`config.mk`:
```
export PLATFORM = sky130hd
export DESIGN_NAME = audio_codec_i2s_flat
export DESIGN_NICKNAME = d
export VERILOG_FILES = /design/src/rtl/audio_codec_i2s_pkg.sv /design/src/rtl/audio_codec_i2s_if.sv /design/src/rtl/audio_codec_i2s_bclk_gen.sv /design/src/rtl/audio_codec_i2s.sv /design/src/flat_wrapper.sv
export SDC_FILE = /design/constraint.sdc
export NUM_CORES = 1
export LEC_CHECK = 0
export BUFFER_PORTS_ARGS = -buffer_cell sky130_fd_sc_hd__clkbuf_2
export CORE_MARGIN = 1
export CORE_UTILIZATION = 54
export DETAILED_ROUTE_END_ITERATION = 16
export GPL_ROUTABILITY_DRIVEN = 1
export PLACE_DENSITY = 0.76
export SLEW_MARGIN = 5
export SYNTH_ARGS = -nofsm -noshare
export SYNTH_HDL_FRONTEND = slang
export SYNTH_SLANG_ARGS = --single-unit
```
`constraint.sdc`:
```
create_clock -name clk -period 2.3 [get_ports clk]
set_input_delay 0.23 -clock clk [delete_from_list [all_inputs] [get_ports clk]]
set_output_delay 0.23 -clock clk [all_outputs]
set_load 0.005 [all_outputs]
```
`src/rtl/audio_codec_i2s_pkg.sv`:
```
// audio_pkg: shared widths, sample type and channel encoding for the I2S codec link.
package audio_pkg;
  localparam int DATA_W = 16;
  localparam int BITS_PER_CH = 32;
  localparam int HALF_BCLK_DIV = 2;
  typedef logic [DATA_W-1:0] sample_t;
  typedef enum logic {CH_LEFT = 1'b0, CH_RIGHT = 1'b1} chan_e;
endpackage

```
`src/rtl/audio_codec_i2s_if.sv`:
```
// audio_codec_i2s_if: sample handshake between the playback/capture logic and the I2S master.
interface audio_codec_i2s_if #(parameter int DATA_W = audio_pkg::DATA_W);
  logic sample_req;
  logic channel_sel;
  logic [DATA_W-1:0] audio_output;
  logic mute;
  logic sample_end;
  logic [DATA_W-1:0] audio_sample;
  modport master(output sample_req, channel_sel, sample_end, audio_sample, input audio_output, mute);
  modport slave(input sample_req, channel_sel, sample_end, audio_sample, output audio_output, mute);
endinterface

```
`src/rtl/audio_codec_i2s_bclk_gen.sv`:
```
// audio_bclk_gen: BCLK divider, slot counter and LRCK; o_fall/o_rise flag the clk edge on which BCLK changes.
module audio_bclk_gen #(
  parameter int HALF_BCLK_DIV = 2,
  parameter int BITS_PER_CH = 32,
  parameter int SLOT_W = $clog2(BITS_PER_CH)
) (
  input  logic              clk,
  input  logic              reset,
  output logic              o_fall,
  output logic              o_rise,
  output logic              o_bclk,
  output logic              o_lrck,
  output logic [SLOT_W-1:0] o_slot
);
  localparam int DIV_W = HALF_BCLK_DIV > 1 ? $clog2(HALF_BCLK_DIV) : 1;
  logic [DIV_W-1:0] r_div;
  logic [SLOT_W-1:0] r_slot;
  logic r_bclk, r_lrck;
  logic w_tc, w_wrap;
  assign w_tc = r_div == DIV_W'(HALF_BCLK_DIV - 1);
  assign w_wrap = r_slot == SLOT_W'(BITS_PER_CH - 1);
  assign o_fall = w_tc & r_bclk;
  assign o_rise = w_tc & ~r_bclk;
  assign o_bclk = r_bclk;
  assign o_lrck = r_lrck;
  assign o_slot = r_slot;
  always_ff @(posedge clk) begin
    if (reset) begin
      r_div <= '0;
      r_bclk <= 1'b0;
      r_slot <= '0;
      r_lrck <= 1'b0;
    end else begin
      r_div <= w_tc ? '0 : r_div + 1'b1;
      r_bclk <= r_bclk ^ w_tc;
      r_slot <= o_fall ? (w_wrap ? '0 : r_slot + 1'b1) : r_slot;
      r_lrck <= r_lrck ^ (o_fall & w_wrap);
    end
  end
endmodule

```
`src/rtl/audio_codec_i2s.sv`:
```
// audio_codec_i2s: I2S master serialising DAC samples and capturing ADC words from a slave-mode codec.
module audio_codec_i2s #(
  parameter int HALF_BCLK_DIV = audio_pkg::HALF_BCLK_DIV,
  parameter int BITS_PER_CH = audio_pkg::BITS_PER_CH,
  parameter int DATA_W = audio_pkg::DATA_W
) (
  input  logic                 clk,
  input  logic                 reset,
  audio_codec_i2s_if.master    bus,
  output logic                 AUD_BCLK,
  output logic                 AUD_DACLRCK,
  output logic                 AUD_ADCLRCK,
  output logic                 AUD_DACDAT,
  input  logic                 AUD_ADCDAT
);
  import audio_pkg::*;
  localparam int SLOT_W = $clog2(BITS_PER_CH);
  logic w_fall, w_rise, w_bclk, w_lrck;
  logic [SLOT_W-1:0] w_slot;
  logic w_req_slot, w_last, w_dac_bit, w_adc_bit, w_adc_done;
  logic r_sample_req, r_latch, r_sample_end, r_dacdat;
  chan_e r_channel_sel;
  logic [DATA_W-1:0] r_hold, r_dac_shift, r_adc_shift, r_audio_sample;
  audio_bclk_gen #(.HALF_BCLK_DIV(HALF_BCLK_DIV), .BITS_PER_CH(BITS_PER_CH), .SLOT_W(SLOT_W)) u_bclk (
    .clk(clk), .reset(reset), .o_fall(w_fall), .o_rise(w_rise), .o_bclk(w_bclk), .o_lrck(w_lrck), .o_slot(w_slot)
  );
  assign w_req_slot = w_slot == SLOT_W'(BITS_PER_CH - 2);
  assign w_last = w_slot == SLOT_W'(BITS_PER_CH - 1);
  assign w_dac_bit = w_slot < SLOT_W'(DATA_W);
  assign w_adc_bit = w_slot != '0 && w_slot <= SLOT_W'(DATA_W);
  assign w_adc_done = w_slot == SLOT_W'(DATA_W + 1);
  // Slot 0 of each channel idles at 0 while the held word loads: the I2S one-bit delay.
  always_ff @(posedge clk) begin
    if (reset) begin
      r_sample_req <= 1'b0;
      r_latch <= 1'b0;
      r_sample_end <= 1'b0;
      r_dacdat <= 1'b0;
      r_channel_sel <= CH_LEFT;
      r_hold <= '0;
      r_dac_shift <= '0;
      r_adc_shift <= '0;
      r_audio_sample <= '0;
    end else begin
      r_sample_req <= w_fall & w_req_slot;
      r_latch <= r_sample_req;
      r_sample_end <= w_rise & w_adc_done;
      if (w_fall & w_req_slot) r_channel_sel <= w_lrck ? CH_LEFT : CH_RIGHT;
      if (r_latch) r_hold <= bus.mute ? '0 : bus.audio_output;
      if (w_fall) begin
        r_dac_shift <= w_last ? r_hold : (w_dac_bit ? r_dac_shift << 1 : r_dac_shift);
        r_dacdat <= !w_last && w_dac_bit && r_dac_shift[DATA_W-1];
      end
      if (w_rise & w_adc_bit) r_adc_shift <= {r_adc_shift[DATA_W-2:0], AUD_ADCDAT};
      if (w_rise & w_adc_done) r_audio_sample <= r_adc_shift;
    end
  end
  assign bus.sample_req = r_sample_req;
  assign bus.channel_sel = r_channel_sel;
  assign bus.sample_end = r_sample_end;
  assign bus.audio_sample = r_audio_sample;
  assign AUD_BCLK = w_bclk;
  assign AUD_DACLRCK = w_lrck;
  assign AUD_ADCLRCK = w_lrck;
  assign AUD_DACDAT = r_dacdat;
endmodule
```
`src/flat_wrapper.sv`:
```
// flat-port wrapper written by rule: the top's interface ports become plain ports
module audio_codec_i2s_flat import audio_pkg::*;
#(
  parameter int HALF_BCLK_DIV = audio_pkg::HALF_BCLK_DIV,
  parameter int BITS_PER_CH = audio_pkg::BITS_PER_CH,
  parameter int DATA_W = audio_pkg::DATA_W
)
  (clk, reset, AUD_BCLK, AUD_DACLRCK, AUD_ADCLRCK, AUD_DACDAT, AUD_ADCDAT, bus_sample_req, bus_channel_sel, bus_sample_end, bus_audio_sample, bus_audio_output, bus_mute);
  audio_codec_i2s_if #(.DATA_W(DATA_W)) bus_i ();
  input  logic clk;
  input  logic reset;
  output logic AUD_BCLK;
  output logic AUD_DACLRCK;
  output logic AUD_ADCLRCK;
  output logic AUD_DACDAT;
  input  logic AUD_ADCDAT;
  output wire logic [$bits(bus_i.sample_req)-1:0] bus_sample_req;
  output wire logic [$bits(bus_i.channel_sel)-1:0] bus_channel_sel;
  output wire logic [$bits(bus_i.sample_end)-1:0] bus_sample_end;
  output wire logic [$bits(bus_i.audio_sample)-1:0] bus_audio_sample;
  input wire logic [$bits(bus_i.audio_output)-1:0] bus_audio_output;
  input wire logic [$bits(bus_i.mute)-1:0] bus_mute;
  assign bus_sample_req = bus_i.sample_req;
  assign bus_channel_sel = bus_i.channel_sel;
  assign bus_sample_end = bus_i.sample_end;
  assign bus_audio_sample = bus_i.audio_sample;
  assign bus_i.audio_output = bus_audio_output;
  assign bus_i.mute = bus_mute;
  audio_codec_i2s #(.HALF_BCLK_DIV(HALF_BCLK_DIV), .BITS_PER_CH(BITS_PER_CH), .DATA_W(DATA_W)) u_core (.clk(clk), .reset(reset), .bus(bus_i), .AUD_BCLK(AUD_BCLK), .AUD_DACLRCK(AUD_DACLRCK), .AUD_ADCLRCK(AUD_ADCLRCK), .AUD_DACDAT(AUD_DACDAT), .AUD_ADCDAT(AUD_ADCDAT));
endmodule
```
==> key figures <==
Power
  • Switching part of the total: 22.71%
  • Internal power: 1.826 mW
  • Switch Pwr: 0.5365 mW
  • Lkg Pwr: 1.333 nW
  • Clock network power share: 36.8%
  • Maximum vdd drop: 0.4115 mV
  • Sequential power share: 57.9%
  • Power per cell area: 663.9 mW/mm2
  • Logic pwr share: 5.3%

Drt
  • First drt pass iteration count: 4
  • DRT antenna net count: 0
  • Vias per Instance: 5.278
  • # DRC: 0
  • Routed WL per cell: 12.94 um
  • Vias post-DR: 2,354
  • Detailed Route WL: 5.770 mm
  • Drt initial violations: 82

Placement
  • GP Congestion: 0.7632
  • Post-Place Cells: 431
  • Hpwl dp: 3.813 mm
  • PortBufs: 42

Timing
  • Period utilization: 75.63%
  • Worst Clk Skew: 6.724 ps
  • Minimum clock period: 1740 ps
  • Setup violators final: 0
  • Worst slew margin: 25.40%
  • Max-slew violations: 0
  • Highest Clock Rate: 574.8 MHz
  • RSZ-0062 raised after global routing: false
  • Hold Fails Final Rpt: 0
  • Setup TNS Final: 0 ps
  • Hold_ws: 106.6 ps
  • Worst slew pin tran: 1117 ps

Status
  • Status: complete, no violations

Logic synthesis
  • Yosys warnings: 0
  • Mapped Cells: 334
  • Distinct cells, synth: 30
  • Synth Area per Inst: 9.418 um2
  • Cell area after synthesis: 0.003146 mm2
  • Seq/Total Area, Yosys: 49.01%
  • Syn_nets: 363
  • Yosys reg bits: 77

Worst hold path
  • Min-Delay Path Class: in -> reg
  • Hold Crit Endpoint: u_core.r_hold[7]
  • Hold Crit Start: bus_audio_output[7]
  • Hold path cells: 3

Clock tree
  • Clock sinks: 77
  • Cts repair resizes: 0
  • H-tree level count: 3
  • Root Driver: clkbuf_8
  • CTS max path bufs: 2
  • Hold bufs inserted after CTS: 0
  • CTS buffer count: 9
  • Clk Latency, worst-skew pair: 350 ps
  • Clock-pin slew on the worst setup and hold paths: 70 ps
  • CTS tree: built
  • Post-CTS setup buffer count: 0

Setup path
  • Worst path top cell family by delay: simple AND/OR/NAND/NOR gates
  • Startpoint types: register
  • Largest stage delay, worst path: 470 ps
  • WS Path Type: reg -> reg
  • Worst Path Buf+Inv: 1
  • Critical path's most frequent cell: ha_1
  • Max stage delay cell, worst path: or4_1
  • CP Capture Type: register
  • CP Data Required Time: 2580 ps
  • Worst reg2reg endpoint: u_core.u_bclk.o_slot[3]
  • Cell Chain, Critical Path: ha_1, nand3_1, inv_1, ha_1, or4_1, a21oi_1
  • Crit path depth: 6
  • Reg-to-reg slack, setup: 560 ps
  • Critical path arrival: 2020 ps
  • Critical Path Start: u_core.u_bclk.o_slot[0]
  • FF-to-FF path depth: 6
  • Max Fanout on Critical Path: 7
  • RR Startpoint: u_core.u_bclk.o_slot[0]

Final layout
  • Share of layout cells above drive strength 1: 17.38%
  • Most common cell after layout, fill and taps aside: dfxtp_1
  • Area delta synth->final: 13.13%
  • Most frequent cells in the layout: 77 x dfxtp_1, 42 x clkbuf_2, 38 x a21oi_1, 38 x nor2_1, 32 x mux2i_1
  • N_diodes: 0
  • Non-filler cells, final: 446
  • Final-stage net count: 399
  • Fill cells: 500

Floorplan
  • Die Footprint: 0.006134 mm2
  • Core Area: 0.005574 mm2
  • Die Span Y: 78.32 um
  • I/O pin total: 43
  • Initial core utilization: 56.43%
  • DIE WIDTH: 78.32 um
  • FP Rows: 27

GRT
  • Grt ovf: 0
  • Initial antenna violation count: 0
  • Largest net degree at the start of global routing: 46
  • Global-route wire length before repair: 9.991 mm
  • Vias in the first global route: 2,241
  • Total GRT Usage: 20.88%

Run
  • Max-Cap Viols: 0
## synth_stat cells
cell type   n  area (um2)
dfxtp_1    77        1541
a21oi_1    38       190.2
nor2_1     38       142.6
mux2i_1    32       320.3
nand3_1    20       100.1
nand2b_1   19       118.9
o21ai_0    19       95.09
nor2b_1    18       112.6
a211oi_1   16       120.1
clkbuf_1   15       56.30
ha_1        9       112.6
buf_2       7       35.03
inv_1       5       18.77
nand2_1     3       11.26
buf_6       2       22.52
nand3b_1    2       15.01
a311oi_1    1       8.760
a31oi_1     1       6.260
and3_1      1       6.260
and3b_1     1       8.760
and4_1      1       8.760
buf_4       1       7.510
mux2i_4     1       22.52
nor3_1      1       5.000
nor3b_1     1       7.510
nor3b_4     1       18.77
nor4bb_1    1       10.01
or2_1       1       6.260
or4_1       1       7.510
xor2_1      1       8.760
## per-stage QoR
stage | total power, mW | utilization, % | worst slack (ps) | instance area [um2]
2_1_floorplan | 1.483 | - | 542.5 | 3146
3_3_place_gp | 1.521 | 60.99 | 660.0 | 3400
3_5_place_dp | 1.525 | 60.99 | 568.5 | 3400
4_1_cts | 2.381 | 63.84 | 548.1 | 3558
5_1_grt | 2.453 | 63.84 | 413.2 | 3558
6_report | 2.362 | 63.84 | 560.4 | 3558
## final cells by class
cell class	instances	area (um2)	area share, %
flip-flops and latches	77	1541	43.32
clock buffers	13	148.9	4.184
inverters	5	18.77	0.5274
well taps	72	90.09	2.532
repair buffers	50	282.8	7.947
multi-input cells	227	1466	41.21
clock inverters	2	10.01	0.2813
## registers in the layout (all words and copies together) (netlist names), 5 cells and up
| signal | count |
|---|---|
| u_core.bus.audio_sample | 16 |
| u_core.r_adc_shift | 16 |
| u_core.r_dac_shift | 16 |
| u_core.r_hold | 16 |
| u_core.u_bclk.o_slot | 5 |
## layer usage
layer	global-route usage (%)	share of wire, %
met1	26.63	49
met2	33.51	46
met3	4.535	3.6
met4	10.00	1.7
met5	0	0
## how the worst max path moves through the flow
stage                                    endpoint
after floorplan            u_core.r_dac_shift[10]
after global placement    u_core.u_bclk.o_slot[3]
after detailed placement  u_core.u_bclk.o_slot[3]
after CTS                 u_core.u_bclk.o_slot[3]
after global routing        u_core.r_dac_shift[7]
final                     u_core.u_bclk.o_slot[3]
## worst reg2reg max path, delay by kind of cell, from the launching register on
family / cells / cell delay (ps)
fa+ha+maj: 2 / 490
flops: 1 / 380
simple gates: 2 / 580
buf+inv: 1 / 70
compound gates: 1 / 150
## power by group through the flow
stage	combinational [mW]	clock, mW	sequential [mW]
5_1_grt	0.140	0.942	1.37
2_1_floorplan	0.0871	0	1.40
3_5_place_dp	0.126	0	1.40
4_1_cts	0.127	0.887	1.37
3_3_place_gp	0.124	0	1.40
6_report	0.125	0.869	1.37
## kinds of logic after synthesis
| group | after synthesis | share of synthesized area [%] |
|---|---|---|
| XOR/XNOR | 1 | 0.2785 |
| AND/OR/NAND/NOR | 109 | 18.42 |
| AO/OA/AOI/OAI | 75 | 13.37 |
| buffers and inverters | 30 | 4.455 |
| adder cells (fa/ha/maj) | 9 | 3.580 |
| flip-flops | 77 | 49.01 |
| multiplexers | 33 | 10.90 |
Note: power is estimated with default switching activity, not from simulation.
